--- config.mk ---
export PLATFORM = sky130hd
export DESIGN_NAME = logic_reduce_unit
export DESIGN_NICKNAME = d
export VERILOG_FILES = /design/src/rtl/logic_reduce_pkg.sv /design/src/rtl/logic_op_unit.sv /design/src/rtl/logic_reduce_unit.sv
export SDC_FILE = /design/constraint.sdc
export NUM_CORES = 1
export LEC_CHECK = 0
export ABC_CLOCK_PERIOD_IN_PS = 1950
export CAP_MARGIN = 0
export CORE_UTILIZATION = 25
export DETAILED_ROUTE_END_ITERATION = 8
export MAX_ROUTING_LAYER = met4
export PLACE_DENSITY = 0.45
export SLEW_MARGIN = 20
export SYNTH_ARGS = -nofsm -noshare
export SYNTH_HDL_FRONTEND = slang
export SYNTH_SLANG_ARGS = --single-unit
--- constraint.sdc ---
create_clock -name clk -period 1.95 [get_ports clk]
set_input_delay 0.39 -clock clk [delete_from_list [all_inputs] [get_ports clk]]
set_output_delay 0.39 -clock clk [all_outputs]
set_load 0.02 [all_outputs]
--- src/rtl/logic_reduce_pkg.sv ---
// rtl/logic_reduce_pkg.sv - op codes, state encoding and identity helper for logic_reduce_unit
package logic_reduce_pkg;

    localparam int MAX_WIDTH = 1024;

    typedef enum logic [1:0] {
        OP_AND  = 2'b00,
        OP_OR   = 2'b01,
        OP_XOR  = 2'b10,
        OP_XNOR = 2'b11
    } op_e;

    typedef enum logic [1:0] {
        S_IDLE  = 2'b00,
        S_ACCUM = 2'b01,
        S_HOLD  = 2'b10
    } state_e;

    // Callers narrow the result to their own width with a size cast.
    function automatic logic [MAX_WIDTH-1:0] op_identity(input op_e op);
        if (op == OP_AND || op == OP_XNOR) begin
            return '1;
        end
        return '0;
    endfunction

endpackage

--- src/rtl/logic_op_unit.sv ---
// rtl/logic_op_unit.sv - combinational bitwise AND/OR/XOR/XNOR of two WIDTH-bit words
module logic_op_unit
    import logic_reduce_pkg::*;
#(
    parameter int WIDTH = 8
) (
    input  logic [1:0]       op,
    input  logic [WIDTH-1:0] X,
    input  logic [WIDTH-1:0] Y,
    output logic [WIDTH-1:0] Z
);

    always_comb begin
        case (op)
            OP_AND:  Z = X & Y;
            OP_OR:   Z = X | Y;
            OP_XOR:  Z = X ^ Y;
            default: Z = ~(X ^ Y);
        endcase
    end

endmodule

--- src/rtl/logic_reduce_unit.sv ---
// rtl/logic_reduce_unit.sv - streaming bitwise reduction over a run of operands (option: LOGIC_REDUCE_INVERT_EN)
module logic_reduce_unit
    import logic_reduce_pkg::*;
#(
    parameter int WIDTH = 8,
    parameter int LEN_W = 4
) (
    input  logic             clk,
    input  logic             rst_n,
    input  logic             start,
    input  logic [1:0]       op,
    input  logic [LEN_W-1:0] len,
`ifdef LOGIC_REDUCE_INVERT_EN
    input  logic             inv,
`endif
    input  logic [WIDTH-1:0] A,
    input  logic             in_valid,
    output logic             in_ready,
    output logic [WIDTH-1:0] F,
    output logic             out_valid,
    input  logic             out_ready,
    output logic             busy
);

    state_e           state, state_n;
    op_e              op_q, op_n;
    logic [LEN_W-1:0] len_q, len_n;
    logic [LEN_W-1:0] cnt, cnt_n, cnt_inc;
    logic [WIDTH-1:0] acc, acc_n, acc_op, id_val;
    logic             beat;

    assign id_val  = WIDTH'(op_identity(op_e'(op)));
    assign cnt_inc = cnt + LEN_W'(1);
    assign beat    = (state == S_ACCUM) && in_valid;

    logic_op_unit #(.WIDTH(WIDTH)) u_op (
        .op (op_q),
        .X  (acc),
        .Y  (A),
        .Z  (acc_op)
    );

    always_comb begin
        state_n = state;
        op_n    = op_q;
        len_n   = len_q;
        cnt_n   = cnt;
        acc_n   = acc;
        case (state)
            S_IDLE: begin
                if (start) begin
                    op_n  = op_e'(op);
                    len_n = len;
                    cnt_n = '0;
                    acc_n = id_val;
                    // An empty run still produces one result: the identity.
                    state_n = (len == '0) ? S_HOLD : S_ACCUM;
                end
            end
            S_ACCUM: begin
                if (beat) begin
                    acc_n = acc_op;
                    cnt_n = cnt_inc;
                    if (cnt_inc == len_q) begin
                        state_n = S_HOLD;
                    end
                end
            end
            S_HOLD: begin
                if (out_ready) begin
                    state_n = S_IDLE;
                end
            end
            default: state_n = S_IDLE;
        endcase
    end

    always_ff @(posedge clk or negedge rst_n) begin
        if (!rst_n) begin
            state <= S_IDLE;
            op_q  <= OP_AND;
            len_q <= '0;
            cnt   <= '0;
            acc   <= '0;
        end else begin
            state <= state_n;
            op_q  <= op_n;
            len_q <= len_n;
            cnt   <= cnt_n;
            acc   <= acc_n;
        end
    end

    assign in_ready  = (state == S_ACCUM);
    assign out_valid = (state == S_HOLD);
    assign busy      = (state != S_IDLE);

`ifdef LOGIC_REDUCE_INVERT_EN
    logic inv_q;

    always_ff @(posedge clk or negedge rst_n) begin
        if (!rst_n) begin
            inv_q <= 1'b0;
        end else if (state == S_IDLE && start) begin
            inv_q <= inv;
        end
    end

    // Inversion applies only to the presented result, never to the accumulation.
    assign F = (inv_q && state == S_HOLD) ? ~acc : acc;
`else
    assign F = acc;
`endif

endmodule

==> results.toml, run 1 <==
[layout]
final_layout_size_suffix_gt1_share_pct = 13.9
fin_area_um2 = 1900
ff_latch_area_um2 = 503
area_delta_synth_final_pct = 29.1
multi_input_area_um2 = 857
layout_common_cells = "27 x clkdlybuf4s50_1, 18 x dfrtp_1, 17 x inv_1, 17 x ha_1"
stdcell_count = 252
final.fill_count = 594
antenna_cells = 0
final_common_cell = "clkdlybuf4s50_1"
nets = 217

[placement]
dpl.cell_count = 248
port_buffers = 29
pre_cts_slack_ns = 0.0701
gp_congestion = 0.712
dpl.hpwl_mm = 2.30
placed_area_um2 = 1840

[critical_path]
cp_top_family = "buffers and inverters"
crit_end = "out_valid"
endpoint_kind = "output pin"
crit_chain = "nor2b_1, clkdlybuf4s50_1"
r2r_start = "cnt[0]"
r2r_slack_ns = 0.38
critPathLaunch = "state[0]"
crit_buf_inv = 1
cp_max_fo = 7
r2r_cells = 4
r2r_end = "state[1]"
crit_path_start_kind = "register"
cp_data_arrival_time_ns = 1.46
crit_type = "reg2out"
cpPeakStageDelay_ns = 0.61
required_ns = 1.56
cp_num_cells = 2
critPathSlowestCell = "clkdlybuf4s50_1"

[sta]
max_freq_ghz = 0.539
final.setup.tns_ns = 0
hold_violations = 0
whs_ns = 0.464
fin_crit_sh_pct = 95.1
post-route-min-period_ns = 1.85
maxSlewViolCount = 0
tightest_slew_ns = 0.567
finalSetupViolations = 0
fin_ws_ns = 0.0950
finalClockSkew_ns = 0.00738
max_slew_margin_pct = 62.2
rsz0062_at_grt = "no"

[outcome]
status = "completed"

[clocking]
clockBufferDepth = 2
numClockSinks = 20
insertion_delay_ns = 0.26
cts_buffers = 3
cts_tree = "built"
clkTransAtPathRegs_ns = 0.08
ctsRootBufferMaster = "clkbuf_8"
cts-htree-levels = 1
postCtsSetupBuffers = 0

[synthesis]
seq_area_frac_synth_pct = 34.0
synth-seq-cells = 20
yosysWarnings = 0
avgSynthCellArea_um2 = 9.93
synth.cell_area_um2 = 1470
synth_edf_count = 0
ys_types = 36
synth_flop_cell = "dfrtp_1"
async_flop_share_pct = 100
syn_inst = 148
syn_nets = 184

[floorplan]
die_area_um2 = 6190
io_pins = 30
die_h_um = 78.7
die_w_um = 78.7
core_area_um2 = 5570
initial_core_util_pct = 26.4
num_rows = 27

[routing]
drc_errors = 0
drt_first_pass_iters = 4
wl_mm = 3.08
drt_iter0_drc = 42
vias = 1149
drtAntennaViolNets = 0
via_per_inst = 4.56
routedWlPerCell_um = 12.2

[power]
ir_drop_mv = 0.546
leakagePower_nw = 0.863
cellPowerDensity_nw_per_um2 = 1560

[global_routing]
grt_usage_pct = 11.5
grt_overflow = 0
grt_pass1_wl_mm = 5.59
grt_max_degree = 26
grt_pass1_vias = 1198
antenna_found_initial = 0

[run]
drv_cap = 0

[hold_path]
hold_class = "in2async"
[routing by layer]
| metal | GRT usage, % | vias up | wire length, um |
|---|---|---|---|
| met3 | 2.44 | 2 | 141 |
| met4 | 2.22 | 0 | 13 |
| li1 | - | 569 | - |
| met1 | 14.7 | 551 | 1490 |
| met5 | - | - | 0 |
| met2 | 18.8 | 27 | 1440 |
[layout make-up]
cell class                 instances  area share, %
multi-input combinational        104           45.2
sequential                        20           26.5
timing repair buffer              34           17.1
tap                               72           4.75
inverter                          18           3.56
clock buffer                       4           2.90
[logic make-up (layout without fill, tap and decap cells)]
| family | Yosys count | count (layout) | synth area share (%) |
|---|---|---|---|
| buf+inv | 24 | 56 | 7.66 |
| flops | 20 | 20 | 34.0 |
| xor+xnor | 15 | 15 | 8.94 |
| compound gates | 33 | 33 | 16.9 |
| simple gates | 32 | 32 | 12.7 |
| mux | 7 | 7 | 5.36 |
| fa+ha+maj | 17 | 17 | 14.5 |
[state kept, by name, summed over array words and instances (netlist names)]
signal	count
op_q	2
F	8
cnt	4
len_q	4
state	2
[stage by stage]
stage	util, %	power [mW]
after floorplan	-	2.16
after global placement	33.1	2.62
after detailed placement	33.1	2.68
after CTS	34.0	3.00
after global routing	34.1	3.26
final	34.1	2.95
[Yosys cell counts, types with 2 or more instances]
| library cell | number | share of area, % |
|---|---|---|
| buf_2 | 3 | 1.0 |
| xor2_1 | 8 | 4.8 |
| nand2_1 | 8 | 2.0 |
| nor3_1 | 2 | 0.68 |
| buf_6 | 2 | 1.5 |
| a211oi_1 | 2 | 1.0 |
| xnor2_1 | 7 | 4.2 |
| a21oi_1 | 7 | 2.4 |
| mux2_2 | 7 | 5.4 |
| nor2_1 | 6 | 1.5 |
| dfrtp_1 | 20 | 34 |
| inv_1 | 17 | 4.3 |
| nand2b_1 | 2 | 0.85 |
| nor2b_1 | 6 | 2.6 |
| ha_1 | 17 | 14 |
| o21ai_1 | 2 | 0.68 |
| a2bb2oi_1 | 8 | 4.8 |
| a211o_1 | 6 | 3.6 |
[worst min-delay path by stage]
stage	startpoint	to	slack (ns)	depth (start not counted)
4_1_cts	rst_n	cnt[3]	0.47	2
3_3_place_gp	cnt[3]	cnt[3]	0.50	1
6_report	rst_n	F[5]	0.46	2
5_1_grt	rst_n	F[5]	0.48	2
3_5_place_dp	cnt[3]	cnt[3]	0.50	1
2_1_floorplan	rst_n	F[0]	0.09	0
[worst reg2reg max path, delay by kind of cell, from the launching register on]
kind / cells / cell delay, ns
and+or+nand+nor: 1 / 0.16
DFF: 1 / 0.45
xor gates and xnor gates: 1 / 0.16
adders and majority gates: 1 / 0.35
AOI/OAI and AO/OA: 1 / 0.33
[power by group]
part / total [mW] / internal [mW] / switching [mW]
logic: 1.78 / 0.921 / 0.860
clock network: 0.322 / 0.180 / 0.142
registers: 0.849 / 0.618 / 0.231
total: 2.95 / 1.72 / 1.23
[timing repair]
action	4_1_cts	5_1_grt
hold buffers	0	0
gates resized for setup	3	1
setup endpoints to repair	2	1
pin swaps	0	0
No activity file was read; power rests on OpenSTA's default activity.
==> inputs of run 2 (changes only) <==
--- a/config.mk
+++ b/config.mk
@@ -5,12 +5,11 @@
 export SDC_FILE = /design/constraint.sdc
 export NUM_CORES = 1
 export LEC_CHECK = 0
-export ABC_CLOCK_PERIOD_IN_PS = 1950
 export CAP_MARGIN = 0
+export CORE_ASPECT_RATIO = 1.25
 export CORE_UTILIZATION = 25
 export DETAILED_ROUTE_END_ITERATION = 8
 export MAX_ROUTING_LAYER = met4
-export PLACE_DENSITY = 0.45
 export SLEW_MARGIN = 20
 export SYNTH_ARGS = -nofsm -noshare
 export SYNTH_HDL_FRONTEND = slang
==> run 2 against run 1 <==
  * The flow now finishes with violations (design-rule violations)
  * Maximum frequency is 0.30% higher
  * Worst setup slack better by 0.0056 ns
  * Clock skew is 0.0010 ns lower
  * Sequential share of layout area is 0.34 points lower
  * Worst hold slack worse by 0.0073 ns
  * Routed wire length is 9.9% lower
  * Die area hardly changed
  * Non-clock buffer count is 2 higher
  * Global-route usage is 1.2 points lower
  * Clock power is 31% higher
  * Register-to-register slack better by 0.07 ns
  * Critical path type unchanged
==> results.toml, run 2 (synthesis results as in run 1) <==
[outcome]
status = "finished with violations"
violations = "design-rule violations"

[hold_path]
hold_class = "in2async"

[clocking]
postCtsSetupBuffers = 0
cts-htree-levels = 1
numClockSinks = 20
clockBufferDepth = 2
cts_tree = "built"
cts_buffers = 3
clkTransAtPathRegs_ns = 0.08
ctsRootBufferMaster = "clkbuf_8"
insertion_delay_ns = 0.26

[sta]
finalSetupViolations = 0
hold_violations = 0
max_slew_margin_pct = 63.5
post-route-min-period_ns = 1.85
fin_crit_sh_pct = 94.8
finalClockSkew_ns = 0.00633
maxSlewViolCount = 0
tightest_slew_ns = 0.548
rsz0062_at_grt = "no"
max_freq_ghz = 0.541
final.setup.tns_ns = 0

[floorplan]
die_h_um = 87.7
die_area_um2 = 6190
initial_core_util_pct = 26.5
core_area_um2 = 5560
io_pins = 30
die_w_um = 70.6
num_rows = 30

[routing]
wl_mm = 2.77
routedWlPerCell_um = 11.3
via_per_inst = 4.45
drt_first_pass_iters = 6
drc_errors = 8
vias = 1095
drtAntennaViolNets = 0
drt_iter0_drc = 51

[critical_path]
required_ns = 1.56
critPathLaunch = "state[0]"
crit_path_start_kind = "register"
r2r_start = "cnt[0]"
endpoint_kind = "output pin"
crit_type = "reg2out"
cp_max_fo = 7
cp_data_arrival_time_ns = 1.46

[global_routing]
antenna_found_initial = 0
grt_max_degree = 21
grt_pass1_wl_mm = 4.97
grt_pass1_vias = 1089
grt_overflow = 0
grt_usage_pct = 10.3

[power]
leakagePower_nw = 0.882
ir_drop_mv = 0.585
power_mw = 3.03
cellPowerDensity_nw_per_um2 = 1580

[placement]
dpl.hpwl_mm = 2.14
placed_area_um2 = 1850
gp_congestion = 0.735
port_buffers = 29

[layout]
nets = 219
final_layout_size_suffix_gt1_share_pct = 14.3
layout_common_cells = "27 x clkdlybuf4s50_1, 19 x dfrtp_1, 17 x inv_1, 17 x ha_1"
final_common_cell = "clkdlybuf4s50_1"
largest_reg_flops = 8
antenna_cells = 0
final.fill_count = 602
fin_area_um2 = 1920
area_delta_synth_final_pct = 30.5

[run]
drv_cap = 0
==> run 2: cell types whose count changed in the layout (fill, tap and decap cells not counted), sizes merged <==
cell	previous run	this run
clkbuf	4	3
bufinv	0	1
buf	5	7
==> run 2: worst max-delay path, stage by stage, from the launching register on <==
cell	delay, ns
dfrtp_2	0.47
nor2b_1	0.12
clkdlybuf4s50_1	0.61
==> run 2: path summary, 6_finish.rpt <==
kind,endpoint,slack (ns),cells past startpoint
min,cnt[2],0.46,2
max in group asynchronous,state[0],1.26,2
max,out_valid,0.10,2
min reg2reg,cnt[3],0.53,1
max reg2reg,state[0],0.45,4
min in group clk,cnt[3],0.53,1
==> run 2: area by class of cell <==
type | count | area, um2 | share of cell area, %
inverter | 18 | 67.6 | 3.52
timing repair buffer | 36 | 340 | 17.7
clock inverter | 1 | 30.0 | 1.57
multi-input combinational | 104 | 857 | 44.7
sequential | 20 | 502 | 26.2
tap | 64 | 80.1 | 4.17
clock buffer | 3 | 41.3 | 2.15
==> run 2: what timing repair did <==
| action | in CTS | in global routing |
|---|---|---|
| gates resized for setup | 3 | 0 |
| setup endpoints to repair | 2 | 0 |
| hold buffers | 0 | 0 |
==> run 2: metal layers <==
| metal | GRT usage (%) | up-vias | wire, um |
|---|---|---|---|
| met3 | 2.53 | 5 | 129 |
| met5 | - | - | 0 |
| met2 | 17.7 | 24 | 1310 |
| li1 | - | 574 | - |
| met1 | 12.5 | 492 | 1310 |
| met4 | 2.18 | 0 | 21 |
==> run 2: metrics by stage <==
stage	hold WS, ns	cells	worst slack, ns	util [%]
CTS	0.460	246	0.0789	34.5
global route	0.499	246	0.0457	34.5
finish	0.457	246	0.101	34.5
floorplan	0.0944	148	0.569	-
global placement	0.496	242	0.116	33.3
detailed placement	0.507	242	0.0954	33.3
==> run 2: power breakdown <==
group | switching (mW) | leakage, nW | internal [mW]
registers | 0.208 | 0.237 | 0.617
clock network | 0.147 | 0.0357 | 0.274
logic | 0.838 | 0.609 | 0.941
total | 1.19 | 0.882 | 1.83
==> inputs of run 3 (changes only) <==
==> constraint.sdc (replaced) <==
create_clock -name clk -period 1.6 [get_ports clk]
set_input_delay 0.32 -clock clk [delete_from_list [all_inputs] [get_ports clk]]
set_output_delay 0.32 -clock clk [all_outputs]
set_load 0.02 [all_outputs]
==> run 3 against run 2 <==
  * Final area up 4.2%
  * Worst setup slack worse by 0.053 ns
  * Critical path depth shrank 1
  * Largest power group unchanged
  * Critical path type unchanged
  * Register-to-register slack worse by 0.36 ns
  * Non-clock buffer count increased by 9
  * Highest routed layer unchanged
  * Die area unchanged
  * The flow still finishes with violations (design-rule violations)
  * Via count grew 5.6%
==> results.toml, run 3 (synthesis results as in run 1) <==
[routing]
drtAntennaViolNets = 0
vias = 1156
wl_mm = 2.93
drt_first_pass_iters = 6
routedWlPerCell_um = 11.5
via_per_inst = 4.53
drt_iter0_drc = 36
drc_errors = 8

[critical_path]
r2r_slack_ns = 0.09
critPathLaunch = "F[6]"
r2r_cells = 4
crit_path_start_kind = "register"
cp_data_arrival_time_ns = 1.23
crit_chain = "clkdlybuf4s50_1"
crit_buf_inv = 1
crit_end = "F[6]"
r2r_start = "cnt[0]"
crit_type = "reg2out"
endpoint_kind = "output pin"
cpPeakStageDelay_ns = 0.61
r2r_end = "state[0]"
cp_top_family = "buffers and inverters"
cp_num_cells = 1
critPathSlowestCell = "clkdlybuf4s50_1"
required_ns = 1.28
cp_max_fo = 3

[placement]
port_buffers = 29
dpl.cell_count = 251
pre_cts_slack_ns = -0.183
dpl.hpwl_mm = 2.19
gp_congestion = 0.729

[clocking]
ctsRootBufferMaster = "clkbuf_8"
numClockSinks = 20
cts_buffers = 3
clkTransAtPathRegs_ns = 0.08
cts-htree-levels = 1
cts_tree = "built"
insertion_delay_ns = 0.26
clockBufferDepth = 2

[global_routing]
grt_overflow = 0
grt_pass1_wl_mm = 5.00
antenna_found_initial = 0
grt_usage_pct = 10.6
grt_pass1_vias = 1107
grt_max_degree = 21

[layout]
stdcell_count = 255
antenna_cells = 0
largest_reg_flops = 8
nets = 228
area_delta_synth_final_pct = 35.9
final_common_cell = "dfrtp_1"
layout_common_cells = "20 x dfrtp_1, 19 x clkdlybuf4s50_1, 17 x inv_1, 17 x ha_1, 16 x buf_4"
final_layout_size_suffix_gt1_share_pct = 19.9

[sta]
fin_ws_ns = 0.0478
max_slew_margin_pct = 62.0
tightest_slew_ns = 0.570
hold_violations = 0
finalSetupViolations = 0
fin_crit_sh_pct = 97.0
max_freq_ghz = 0.644
post-route-min-period_ns = 1.55
final.setup.tns_ns = 0
maxSlewViolCount = 0
finalClockSkew_ns = 0.00718
rsz0062_at_grt = "no"

[floorplan]
die_w_um = 70.6
die_h_um = 87.7
initial_core_util_pct = 26.5
num_rows = 30
die_area_um2 = 6190
core_area_um2 = 5560
io_pins = 30

[outcome]
status = "finished with violations"
violations = "design-rule violations"

[power]
leakagePower_nw = 0.981
cellPowerDensity_nw_per_um2 = 1890
ir_drop_mv = 0.586

[hold_path]
hold_class = "in2async"

[run]
drv_cap = 0
## run 3: cell count changes in the layout (fill, tap and decap cells not counted)
cell | previous run | this run
clkdlybuf4s50_1 | 27 | 19
clkbuf_2 | 0 | 2
dlymetal6s2s_1 | 0 | 6
buf_4 | 7 | 16
a21oi_1 | 7 | 6
a211oi_1 | 2 | 1
a21oi_2 | 1 | 2
dfrtp_2 | 1 | 0
dfrtp_1 | 19 | 20
a211oi_2 | 0 | 1
## run 3: stage by stage
step           hold WS, ns  instance area [um2]  power, mW  utilization, %
2_1_floorplan       0.0244                 1470       2.64               -
3_3_place_gp         0.496                 1920       3.28            34.5
3_5_place_dp         0.490                 1920       3.32            34.5
4_1_cts              0.394                 1980       3.83            35.7
5_1_grt              0.417                 2000       4.11            36.0
6_report             0.389                 2000       3.78            36.0
## run 3: layer usage
metal | track usage, % | share of wire [%] | vias to the layer above
li1 | - | - | 594
met3 | 1.61 | 3.9 | 4
met2 | 17.7 | 46 | 23
met1 | 12.7 | 48 | 535
met4 | 4.36 | 1.7 | 0
met5 | - | 0 | -
## run 3: power by group
part           switching, mW  internal [mW]
clock network          0.175          0.334
logic                   1.08           1.20
registers              0.247          0.750
total                   1.50           2.28
## run 3: cell type report
cell class,count,area [um2]
Clock buffer,3,41.3
Clock inverter,1,30.0
Fill cell,589,3560
Inverter,18,67.6
Multi-Input combinational cell,104,866
Sequential cell,20,500
Tap cell,64,80.1
Timing Repair Buffer,45,413
## run 3: worst min path at each step
stage,startpoint,endpoint,slack [ns],cells after the start
3_3_place_gp,cnt[3],cnt[3],0.50,1
3_5_place_dp,cnt[3],cnt[3],0.49,1
2_1_floorplan,rst_n,F[0],0.02,0
4_1_cts,rst_n,len_q[0],0.39,2
6_report,rst_n,len_q[3],0.39,2
5_1_grt,rst_n,len_q[3],0.42,2
## run 3: repair_timing
action / in CTS / in global routing
buffers inserted: 0 / 0
hold buffers: 0 / 0
pin swaps: 0 / 2
resized for setup: 5 / 11
endpoints found under the setup margin: 4 / 10
==> variant: new RTL, settings of run 2 <==
Build with the macro `LOGIC_REDUCE_INVERT_EN` defined.
--- a/src/rtl/logic_reduce_unit.sv
+++ b/src/rtl/logic_reduce_unit.sv
@@ -1,2 +1,4 @@
 // rtl/logic_reduce_unit.sv - streaming bitwise reduction over a run of operands (option: LOGIC_REDUCE_INVERT_EN)
+`define LOGIC_REDUCE_INVERT_EN
+
 module logic_reduce_unit
Interface: changed (added inv); port bits go from 30 to 31. No check against the original RTL was run, so the function may have changed too.
==> variant against run 2 <==
  * Area after synthesis rose by 7.3%
  * Wire length grew 11%
  * First-iteration DRC count down 29%
  * Non-clock buffer count is 4 higher
  * Worst setup slack worse by 3.3 ps
  * Final area is 7.1% higher
  * Global-route usage about the same
  * Sequential power rose by 5.8%
  * Total power down 0.15%
  * Sequential cell count up 1
  * Highest routed layer is now met3
==> variant: results <==
metrics = {
    "cells_and_area": {
        "area_delta_synth_final_pct": 30.2,
        "fin_cells": 282,
        "numSequentialCells": 21,
        "seq_share_pct": 25.6,
        "multi_input_cells": 114,
        "fill_cells": 637,
        "num_antenna_cells": 0,
        "drive_above_1_share_pct": 16.8,
        "clk_share_pct": 2.25,
        "buf_share_pct": 17.4,
        "buffers": 40,
        "multi_input_area_share_pct": 46.3,
    },
    "worst_setup_path": {
        "cpPeakStageDelay_ps": 390,
        "r2r_setup_slack_ps": 330,
        "r2r-end": "cnt[3]",
        "endpoint": "F[7]",
        "cp_max_fo": 8,
        "r2r_cells": 6,
        "rr_startpoint": "state[0]",
        "slowest_stage": "dfrtp_1",
        "critPathTopFamily": "flip-flops",
    },
    "placement": {
        "dp_slack_ps": -75.9,
        "post_dp_cell_area_um2": 2020,
        "io_buffers": 30,
        "dp.final_hpwl_um": 2300,
        "gp_congestion": 0.706,
    },
    "sta": {
        "finalHoldWorstSlack_ps": 466,
        "fin_crit_ps": 1850,
        "clock_skew_ps": 6.22,
        "max_slew_margin_pct": 56.0,
    },
    "synthesis": {
        "synth_async_sr_flop_share_pct": 100,
        "synth_commonest_cells": "dfrtp_1 (21), ha_1 (17), inv_1 (17)",
        "synth_nets": 196,
        "ys_top_cells_by_area": "dfrtp_1 (33%), ha_1 (13%), xnor2_1 (8.3%)",
        "ys_types": 38,
        "ys_seq_area_share_pct": 33.3,
        "synth.avg_cell_area_um2": 9.92,
        "syn_inst": 159,
    },
    "global_routing": {
        "first_global_vias": 1195,
        "grt_max_degree": 22,
        "grt_pass1_wl_um": 5360,
        "grt_use_total_pct": 10.4,
    },
    "detailed_routing": {
        "viasPerCell": 4.28,
        "drt_iter0_drc": 36,
        "wl_um": 3080,
        "firstDrtPassIters": 4,
        "drc": 0,
    },
    "power": {
        "ir_drop_v": 0.000588,
    },
    "run_status": {
        "status": "finished, final reports clean",
    },
    "hold_path": {
        "hold_path.class": "primary input to asynchronous set/reset pin",
    },
    "clock_network": {
        "cts_max_level": 1,
    },
}
variant: layer usage:
metal | up-vias | global-route usage (%) | wire (µm)
li1 | 615 | - | -
met1 | 564 | 12.6 | 1420
met2 | 27 | 17.9 | 1530
met3 | 0 | 2.68 | 137
met4 | 0 | 0.490 | 0
met5 | - | - | 0
variant: cell families (layout without fill, tap and decap cells):
family | Yosys count | count (layout) | share of synthesized area (%)
AOI/OAI and AO/OA | 33 | 33 | 15.7
xor gates and xnor gates | 23 | 23 | 12.8
adders and majority gates | 17 | 17 | 13.5
buffers and inverters | 24 | 62 | 6.82
DFF | 21 | 21 | 33.3
muxes | 8 | 8 | 5.71
and+or+nand+nor | 33 | 33 | 12.2
variant: power by group:
| group | switching, mW | internal [mW] |
|---|---|---|
| combinational | 0.891 | 0.964 |
| sequential | 0.226 | 0.647 |
| clock | 0.151 | 0.142 |
variant: timing repair:
action / in CTS / in global routing
endpoints found under the hold margin: 0 / 0
pin swaps: 0 / 0
setup endpoints to repair: 10 / 5
gates resized for setup: 13 / 8
